`config.mk`:
```
export PLATFORM = sky130hd
export DESIGN_NAME = hex_counter_7seg
export DESIGN_NICKNAME = d
export VERILOG_FILES = /design/src/rtl/hex_counter_7seg.sv
export SDC_FILE = /design/constraint.sdc
export NUM_CORES = 1
export LEC_CHECK = 0
export CAP_MARGIN = 30
export CORE_MARGIN = 2
export CORE_UTILIZATION = 49
export CTS_BUF_LIST = sky130_fd_sc_hd__clkbuf_2
export DETAILED_ROUTE_END_ITERATION = 6
export PLACE_DENSITY_LB_ADDON = 0.12
export SLEW_MARGIN = 20
export SYNTH_ARGS = -nofsm -noshare
export SYNTH_HDL_FRONTEND = slang
export SYNTH_SLANG_ARGS = --single-unit
```
`constraint.sdc`:
```
create_clock -name CLK -period 4.1 [get_ports CLK]
set_input_delay 0.41 -clock CLK [delete_from_list [all_inputs] [get_ports CLK]]
set_output_delay 0.41 -clock CLK [all_outputs]
set_load 0.05 [all_outputs]
```
`src/rtl/hex_counter_7seg.sv`:
```
`default_nettype none
// ============================================================================
// Module   : hex_counter_7seg
// Brief    : Divider-ticked 4-bit hex up/down/load counter with an active-low
//            seven-segment decoder. Define HEXCNT_DIV_BYPASS_EN to tick on
//            every clock (fast simulation).
// Revision : 1.0 - initial release
// ============================================================================
module hex_counter_7seg #(
    parameter int BITS = 10
) (
    input  logic       CLK,
    input  logic       RST,
    input  logic       EN,
    input  logic [1:0] S,
    input  logic [3:0] D,
    output logic [6:0] SEG
);

    localparam logic [1:0] MODE_LOAD = 2'b00;
    localparam logic [1:0] MODE_UP   = 2'b01;
    localparam logic [1:0] MODE_DOWN = 2'b10;

    logic       tick;
    logic [3:0] q;

`ifdef HEXCNT_DIV_BYPASS_EN
    assign tick = 1'b1;
`else
    logic [BITS-1:0] div_cnt;

    always_ff @(posedge CLK) begin
        if (RST) begin
            div_cnt <= '0;
        end else begin
            div_cnt <= div_cnt + 1'b1;
        end
    end

    // Enable pulse, not a clock: one cycle high every 2^BITS cycles.
    assign tick = &div_cnt;
`endif

    always_ff @(posedge CLK) begin
        if (RST) begin
            q <= 4'h0;
        end else if (tick && EN) begin
            case (S)
                MODE_LOAD: q <= D;
                MODE_UP:   q <= q + 4'h1;
                MODE_DOWN: q <= q - 4'h1;
                default:   q <= q;
            endcase
        end
    end

    // Active-low patterns, bit order {g,f,e,d,c,b,a}.
    always_comb begin
        SEG = 7'b1111111;
        case (q)
            4'h0: SEG = 7'b1000000;
            4'h1: SEG = 7'b1111001;
            4'h2: SEG = 7'b0100100;
            4'h3: SEG = 7'b0110000;
            4'h4: SEG = 7'b0011001;
            4'h5: SEG = 7'b0010010;
            4'h6: SEG = 7'b0000010;
            4'h7: SEG = 7'b1111000;
            4'h8: SEG = 7'b0000000;
            4'h9: SEG = 7'b0010000;
            4'hA: SEG = 7'b0001000;
            4'hB: SEG = 7'b0000011;
            4'hC: SEG = 7'b1000110;
            4'hD: SEG = 7'b0100001;
            4'hE: SEG = 7'b0000110;
            4'hF: SEG = 7'b0001110;
            default: SEG = 7'b1111111;
        endcase
    end

endmodule
`default_nettype wire

```
==> metrics.txt, run 1 <==
post-CTS setup buffers=0; FMAX=between 0.3 and 0.4 GHz; Setup WS pre-CTS=0.923 ns; Final HPWL DP=1.61 mm; drt pass-1 iters=4; Pwr Density=234 mW/mm^2; clock share of power=26.1%; fin. max-slew vios=0; initial antenna violation count=0; CTS H-tree depth=1; Final Hold Fails=0; TritonCTS sink count=21; Switching Share=23.8%; Hold Buf Count CTS=0; Worst Setup Slack, final=about 1.3 ns; WP data required=4.32 ns; MaxCap Viol Count=0; Slew headroom=55.4%; largest net degree at the start of global routing=21; PortBufs=15; vias per cell=5.40; cts bufs inserted=3; worst clock skew=0.0106 ns; EDFF count, synth=0; worst reg2reg path endpoint=SEG[0]; final instance area=0.00137 mm^2; setup TNS=0 ns; Seq cells post-synth=21; # placed instances=168; r2r setup slk=1.55 ns; maximum root-to-sink buffer count=2; vias in the first global route=approximately 910; Starting Density=53.0%; Final Cycle Share=69.1%; chip height=between 50 and 60 um; per-cell routed wire length=12.3 um; Syn Area/Cell=a little over 9 um^2; Worst Tran Pin Value=0.667 ns; gpl congestion=between 0.8 and 0.9; Post-DRT Antenna Nets=0; die area=0.00285 mm^2; Final #Nets=165; Async S/R FF share, synth=0%; Worst setup startpoint=S[0]; Worst Path Arrival=3.05 ns; filler instances=219; outcome=complete, no violations; Leak=around 0.56 nW; worst r2r src=div_cnt[0]; num ports=16; DRC=0; post-cts resize count=0; min Tclk post-route=2.83 ns; first-pass GRT wire length=3.71 mm; ANT cells=0; DR iter-0 viols=14; gr ovfl total=0; CTS Root Cell=clkbuf_2; Hold Path Class=reg2reg; Int Pwr=0.244 mW; Core Footprint=0.00225 mm^2; post-synthesis instance total=130; RSZ-0062 raised after global routing=false; Seq pwr share=65.2%; Reg clk slew, reported paths=0.19 ns; final core utilization=roughly 61%; endpoints failing setup=0; die width=53.4 um; Worst Setup End Kind=register; Worst setup endpoint=SEG[0]; Site Rows=17; YS warnings=0; Tot GR Track Use=17.7%; Top FF cell, synth=dfxtp_1; crit path launch type=input port; Gate power share=8.7%; vias=929; peak supply drop=123 uV; crit path kind=in2reg; clock latency on the worst-skew pair=0.31 ns; Post-DP Area=0.00135 mm^2; Reg2Reg Depth=9; post-synth net total=150; area delta synth->final=15.0%; DRT Wirelength=2.11 mm; Crit Path Max Fanout=5; Switching Power=0.0765 mW; Post-Syn Area=~0.0012 mm^2; Layout Cells excl Fill=172; Seq/Total Area, Yosys=35.2%; CTS tree=built; post-synth cell types=34; share of layout cells above drive strength 1=under 10%
[synth_stat cells (2+ instances only)]
library cell,count,area (um^2)
mux2i_1,8,80.1
xor2_1,5,43.8
nand3_1,5,25.0
clkbuf_1,4,15.0
nor2_1,10,37.5
nor2b_1,2,12.5
nor3_1,5,25.0
xnor2_1,4,35.0
o211ai_1,2,15.0
dfxtp_1,21,420
nand2_1,4,15.0
nand2b_1,2,12.5
ha_1,11,138
or3_1,4,25.0
inv_1,10,37.5
a22o_1,3,26.3
o21ai_0,6,30.0
a21o_1,2,15.0
a21oi_1,7,35.0
[metal layers]
layer | global-route usage [%] | vias to the layer above | wire length (um)
met5 | 0 | - | 0
li1 | - | 480 | -
met3 | 2.54 | 2 | 51
met2 | 33.7 | 10 | 1090
met4 | 5.13 | 0 | 9
met1 | 19.9 | 437 | 959
[state kept, by name, indices dropped and copies added (netlist names)]
register  flops
SEG           7
div_cnt      10
q             4
[layout by cell type, fill, tap and decap left out, types with 2 or more instances in the layout]
master	count
dfxtp_1	21
o21ai_0	6
a22o_1	3
o211ai_1	2
a21oi_1	7
nand3_1	5
clkdlybuf4s50_1	15
or3_1	4
nor2_1	10
mux2i_1	8
clkbuf_2	3
nand2b_1	2
nand2_1	4
a21o_1	2
nor2b_1	2
xnor2_1	4
ha_1	11
inv_1	10
nor3_1	5
xor2_1	5
[cells by family (layout without fill, tap and decap cells)]
family          after synthesis  after routing  synth area share (%)
buf+inv                      16             30                  5.97
xor+xnor                      9              9                  6.60
compound gates               23             23                  12.4
fa+ha+maj                    11             11                  11.5
flops                        21             21                  35.2
simple gates                 41             41                  20.7
mux                           9              9                  7.64
[power by group through the flow]
stage | clock [mW] | combinational [mW] | sequential [mW]
2_1_floorplan | 0 | 0.0168 | 0.213
3_3_place_gp | 0 | 0.0270 | 0.213
3_5_place_dp | 0 | 0.0279 | 0.213
4_1_cts | 0.0858 | 0.0282 | 0.209
5_1_grt | 0.0929 | 0.0312 | 0.210
6_report | 0.0836 | 0.0280 | 0.209
[critical path, cell delays in order]
cell and delay, ns:
clkdlybuf4s50_1 0.48, inv_1 0.07, ha_1 0.26, xor2_1 0.16, ha_1 0.27, mux2_2 0.26
mux2i_1 0.23, nor2_1 0.15, ha_1 0.29, or3_1 0.36, o221a_1 0.12
[through the flow]
step	hold WS (ns)	total power, mW
floorplan	0.418	0.230
detailed placement	0.446	0.241
global route	0.478	0.334
global placement	0.428	0.240
finish	0.467	0.321
CTS	0.470	0.323
[worst min path at each step]
stage	from	endpoint	slack (ns)	cells after the start
floorplan	div_cnt[0]	div_cnt[0]	0.42	1
detailed placement	div_cnt[0]	div_cnt[0]	0.45	1
finish	div_cnt[0]	div_cnt[0]	0.47	1
global route	div_cnt[0]	div_cnt[0]	0.48	1
global placement	div_cnt[0]	div_cnt[0]	0.43	1
CTS	div_cnt[0]	div_cnt[0]	0.47	1
[area by class of cell]
| class | count | area [um^2] | area share, % |
|---|---|---|---|
| clock inverter | 1 | 5.00 | 0.364 |
| sequential | 21 | 420 | 30.6 |
| tap | 28 | 35.0 | 2.55 |
| clock buffer | 3 | 15.0 | 1.09 |
| multi-input combinational | 93 | 703 | 51.2 |
| timing repair buffer | 16 | 158 | 11.5 |
| inverter | 10 | 37.5 | 2.73 |
Power figures use the tool's default switching activity.
==> run 2, diff against run 1 <==
==> constraint.sdc (replaced) <==
create_clock -name CLK -period 2.6 [get_ports CLK]
set_input_delay 0.26 -clock CLK [delete_from_list [all_inputs] [get_ports CLK]]
set_output_delay 0.26 -clock CLK [all_outputs]
set_load 0.05 [all_outputs]
==> metrics.txt, run 2 (synthesis gave the netlist of run 1 again) <==
Crit Path Max Fanout=3; DR iter-0 viols=20; largest net degree at the start of global routing=15; vias per cell=5.07; crit path kind=in2reg; share of layout cells above drive strength 1=18.5%; MaxCap Viol Count=0; Post-DP Area=0.00149 mm^2; CTS H-tree depth=1; outcome=complete, no violations; Reg clk slew, reported paths=approximately 0.19 ns; crit path cell chain=clkdlybuf4s50_1 -> inv_1 -> ha_1 -> xor2_1 -> ha_1 -> mux2_2 -> mux2i_1 -> nor2_1 -> ha_1 -> or3_1 -> o221a_1; Hold Path Class=reg2reg; Final #Nets=~180; die area=roughly 0.0028 mm^2; Final Cycle Share=94.0%; peak supply drop=264 uV; Worst Path Arrival=around 2.7 ns; Starting Density=53.0%; fin. max-slew vios=0; CTS tree=built; Final Hold Fails=0; final instance area=approximately 0.0015 mm^2; Hold Buf Count CTS=0; commonest non-fill, non-tap cell in the layout=dfxtp_1; Worst Setup End Kind=register; cts bufs inserted=3; PortBufs=15; RSZ-0062 raised after global routing=false; final core utilization=66.9%; Site Rows=17; vias in the first global route=900; vias=964; DRC=0; Leak=0.643 nW; total power=between 0.5 and 0.6 mW; ANT cells=0; min Tclk post-route=around 2.4 ns; DRT Wirelength=2.25 mm; Slew headroom=66.6%; maximum root-to-sink buffer count=2; Largest register FFs=10; post-CTS setup buffers=0; initial antenna violation count=0; WP data required=roughly 2.8 ns; CTS Root Cell=clkbuf_2; die width=53.4 um; gpl congestion=between 0.8 and 0.9; endpoints failing setup=0; Crit-path slowest cell=clkdlybuf4s50_1; crit path launch type=input port; worst clock skew=between 0.003 and 0.004 ns; gr ovfl total=0; post-cts resize count=0; num ports=16; clock latency on the worst-skew pair=0.30 ns; Tot GR Track Use=18.6%; Pwr Density=about 340 mW/mm^2; Worst Tran Pin Value=0.500 ns; per-cell routed wire length=11.8 um; Slowest Stage Delay on Critical Path=0.48 ns; area delta synth->final=26.3%; TritonCTS sink count=21; commonest non-fill, non-tap cells in the layout=dfxtp_1 (21), buf_4 (19), clkdlybuf4s50_1 (15); most frequent CP cell=ha_1; drt pass-1 iters=4; FMAX=0.409 GHz; register bank with the most flops=div_cnt; chip height=53.4 um; Post-DRT Antenna Nets=0; Final HPWL DP=1.78 mm; first-pass GRT wire length=3.86 mm; Core Footprint=0.00225 mm^2
[run 2: cell types whose count changed in the layout (fill, tap and decap cells not counted)]
cell,previous run,this run
clkinv_2,1,0
clkbuf_2,3,4
buf_4,1,19
[run 2: routing by layer]
layer  part of all wire, %  global-route usage, %  vias up  wire length, um
li1                      -                      -      509                -
met1                    48                   24.1      442             1070
met2                    49                   31.1       11             1100
met3                   2.9                   4.24        2               65
met4                  0.40                   3.85        0                9
met5                     0                      0        -                0
[run 2: layout make-up]
type	instances	area [um^2]
timing repair buffer	34	293
clock buffer	4	20.0
inverter	10	37.5
multi-input combinational	93	703
tap	28	35.0
fill	196	746
sequential	21	420
[run 2: worst max-delay path, delay by kind of cell]
kind                       cells  cell delay (ns)
AOI/OAI and AO/OA              1             0.12
buffers and inverters          2             0.54
xor gates and xnor gates       1             0.15
and+or+nand+nor                2             0.46
adders and majority gates      3             0.71
muxes                          2             0.44
[run 2: worst paths after layout]
check                                 from         end  slack, ns  cells past startpoint
worst max-delay path                  S[0]      SEG[0]       0.15                     11
worst min-delay path            div_cnt[0]  div_cnt[0]       0.46                      1
worst max register to register  div_cnt[0]      SEG[2]       0.29                      8
worst min register to register  div_cnt[0]  div_cnt[0]       0.46                      1
[run 2: power breakdown]
| group | switching [mW] | total [mW] | internal [mW] |
|---|---|---|---|
| Sequential | 0.00354 | 0.330 | 0.326 |
| Combinational | 0.0216 | 0.0535 | 0.0319 |
| Clock | 0.0937 | 0.134 | 0.0408 |
[run 2: through the flow]
stage	worst slack, ns	std cells	TNS, ns	hold slack [ns]
after global routing	0.0595	190	0	0.507
final	0.155	190	0	0.464
after floorplan	0.138	130	0	0.418
after CTS	0.174	190	0	0.467
after global placement	-0.139	186	-0.627	0.427
after detailed placement	-0.180	186	-0.900	0.440
==> run 3, diff against run 2 <==
--- a/config.mk
+++ b/config.mk
@@ -5,6 +5,7 @@
 export SDC_FILE = /design/constraint.sdc
 export NUM_CORES = 1
 export LEC_CHECK = 0
+export ABC_AREA = 1
 export CAP_MARGIN = 30
 export CORE_MARGIN = 2
 export CORE_UTILIZATION = 49
==> metrics.txt, run 3 <==
outcome=complete, no violations; clock latency on the worst-skew pair=approximately 0.32 ns; worst reg2reg path endpoint=SEG[1]; top cells by count, synth=nand2_1 (57), inv_1 (24), dfxtp_1 (21), nor2_1 (20), nand3_1 (16); Final #Nets=between 200 and 250; Worst setup startpoint=S[0]; worst r2r src=q[1]; drt pass-1 iters=4; Slowest Stage Delay on Critical Path=0.48 ns; met2 WL post-DR=1.26 mm; peak supply drop=347 uV; Crit Path Max Fanout=5; Tot GR Track Use=17.4%; post-synth net total=209; YS warnings=0; Async S/R FF share, synth=0%; DRC=0; Syn Area/Cell=7.10 um^2; TritonCTS sink count=21; Top FF cell, synth=dfxtp_1; CP delay by family, top=simple AND/OR/NAND/NOR gates; DRT Wirelength=2.48 mm; Final Cycle Share=roughly nine tenths; WHS Path Cells=1; cts bufs inserted=3; Final HPWL DP=2.02 mm; Synth top area share=31.3%; DR iter-0 viols=15; Largest register FFs=10; met3 wire len=approximately 67 um; Synth area leader=dfxtp_1; RSZ-0062 raised after global routing=false; crit path kind=in2reg; first-pass GRT wire length=approximately 4.4 mm; MaxCap Viol Count=0; FF+latch area=420 um^2; endpoints failing setup=0; commonest non-fill, non-tap cell in the layout=nand2_1; per-cell routed wire length=10.2 um; Seq cells post-synth=21; post-synth cell types=24; Worst Tran Pin Value=between 0.5 and 0.6 ns; Leak=slightly below 0.8 nW; largest net degree at the start of global routing=13; Pwr Density=between 300 and 400 mW/mm^2; Post-DRT Antenna Nets=0; Switching Power=0.130 mW; Starting Density=52.7%; CTS Root Cell=clkbuf_2; initial antenna violation count=0; min Tclk post-route=2.36 ns; Core Footprint=between 0.002 and 0.003 mm^2; Post-Syn Area=0.00134 mm^2; chip height=56.3 um; register bank with the most flops=div_cnt; Final Hold Fails=0; maximum root-to-sink buffer count=2; filler instances=236; commonest non-fill, non-tap cells in the layout=nand2_1 (57), inv_1 (24), dfxtp_1 (21); vias per cell=4.83; most frequent CP cell=nand2_1; Metal-1 WL=1.12 mm; Worst Path Arrival=around 2.7 ns; WP data required=2.88 ns; ANT cells=0; clock share of power=26.8%; share of layout cells above drive strength 1=16.5%; vias in the first global route=between 1000 and 1500; crit path launch type=input port; num ports=16; gpl congestion=around 0.90; Hold Buf Count CTS=0; Worst Setup End Kind=register; Hold WS=0.459 ns; Reg2Reg Depth=13; hold wc startpoint=div_cnt[0]; CTS tree=built; final core utilization=62.6%; final instance area=around 0.0016 mm^2; Crit-path slowest cell=clkdlybuf4s50_1; die area=0.00317 mm^2; Reg clk slew, reported paths=0.20 ns; Buf/Inv on CP=3; fin. max-slew vios=0; CTS H-tree depth=1; footprint of the multi-input gates=818 um^2; PortBufs=15; FMAX=0.423 GHz; Synth area leaders=dfxtp_1 (31%), nand2_1 (16%), ha_1 (10%); vias=~1200; Slew headroom=66.4%; Hold Crit Endpoint=div_cnt[0]; Hold Path Class=reg2reg; worst clock skew=0.00112 ns; most frequent cell after synthesis=nand2_1; Seq/Total Area, Yosys=31.3%; area delta synth->final=18.8%; r2r setup slk=approximately 0.52 ns; Post-DP Area=0.00154 mm^2; top routing layer in use=met4; Switching Share=24.7%; Seq pwr share=62.4%; die width=56.3 um; Gate power share=10.8%; gr ovfl total=0; Site Rows=18; Int Pwr=0.396 mW; crit path cell chain=clkdlybuf4s50_1 -> inv_1 -> ha_2 -> nand2_1 -> inv_1 -> nor2_2 -> ha_1 -> or2_2 -> o21ai_0 -> nand2_1 -> nand2_1 -> nor2_2 -> ha_1 -> nor2_1 -> nand2_1 -> nand2_1; EDFF count, synth=0; post-synthesis instance total=189
## run 3: changes by cell type after synthesis, sizes merged, moves of 4 or more
cell / previous run / this run
nand2: 5 / 64
nor2: 10 / 26
inv: 10 / 25
nand3: 5 / 18
mux2i: 8 / 0
or3: 4 / 0
## run 3: layer usage
| metal | global-route usage, % | vias to the layer above |
|---|---|---|
| met4 | 7.14 | 0 |
| li1 | - | 634 |
| met1 | 20.9 | 519 |
| met5 | 0 | - |
| met3 | 3.23 | 4 |
| met2 | 30.4 | 12 |
## run 3: worst max path at each step
| stage | endpoint | slack (ns) | cells past startpoint |
|---|---|---|---|
| 3_5_place_dp | SEG[0] | -0.24 | 18 |
| 3_3_place_gp | SEG[0] | -0.12 | 18 |
| 6_report | SEG[1] | 0.24 | 16 |
| 5_1_grt | SEG[0] | 0.02 | 18 |
| 4_1_cts | SEG[0] | 0.12 | 18 |
| 2_1_floorplan | SEG[3] | 0.46 | 16 |
## run 3: timing repair
action,CTS,global route
setup endpoints to repair,0,6
gates resized for setup,0,5
setup buffers,0,1
## run 3: through the flow
| step | worst slack (ns) | power [mW] | std cells | TNS, ns |
|---|---|---|---|---|
| 6_report | 0.236 | 0.527 | 242 | 0 |
| 5_1_grt | 0.0239 | 0.556 | 242 | 0 |
| 4_1_cts | 0.118 | 0.531 | 241 | 0 |
| 3_5_place_dp | -0.239 | 0.391 | 237 | -1.36 |
| 3_3_place_gp | -0.120 | 0.388 | 237 | -0.532 |
| 2_1_floorplan | 0.458 | 0.364 | 189 | 0 |
## run 3: cell families (layout without fill, tap and decap cells)
group | count (synthesis) | after routing | synth area share, %
compound gates | 14 | 14 | 6.62
flops | 21 | 21 | 31.3
fa+ha+maj | 11 | 11 | 10.3
simple gates | 112 | 112 | 40.5
xor+xnor | 3 | 3 | 1.96
buf+inv | 28 | 51 | 9.33
## run 3: layout make-up
type                    instances  share of cell area [%]
clock buffers                   4                    1.26
inverters                      25                    5.89
multi-input cells             140                    51.4
flip-flops and latches         21                    26.4
well taps                      30                    2.36
repair buffers                 22                    12.7
## run 3: power groups by stage
stage | registers [mW] | clock network [mW] | logic (mW)
6_report | 0.329 | 0.141 | 0.0571
5_1_grt | 0.329 | 0.161 | 0.0657
4_1_cts | 0.329 | 0.146 | 0.0564
3_5_place_dp | 0.335 | 0 | 0.0563
3_3_place_gp | 0.335 | 0 | 0.0534
2_1_floorplan | 0.335 | 0 | 0.0292
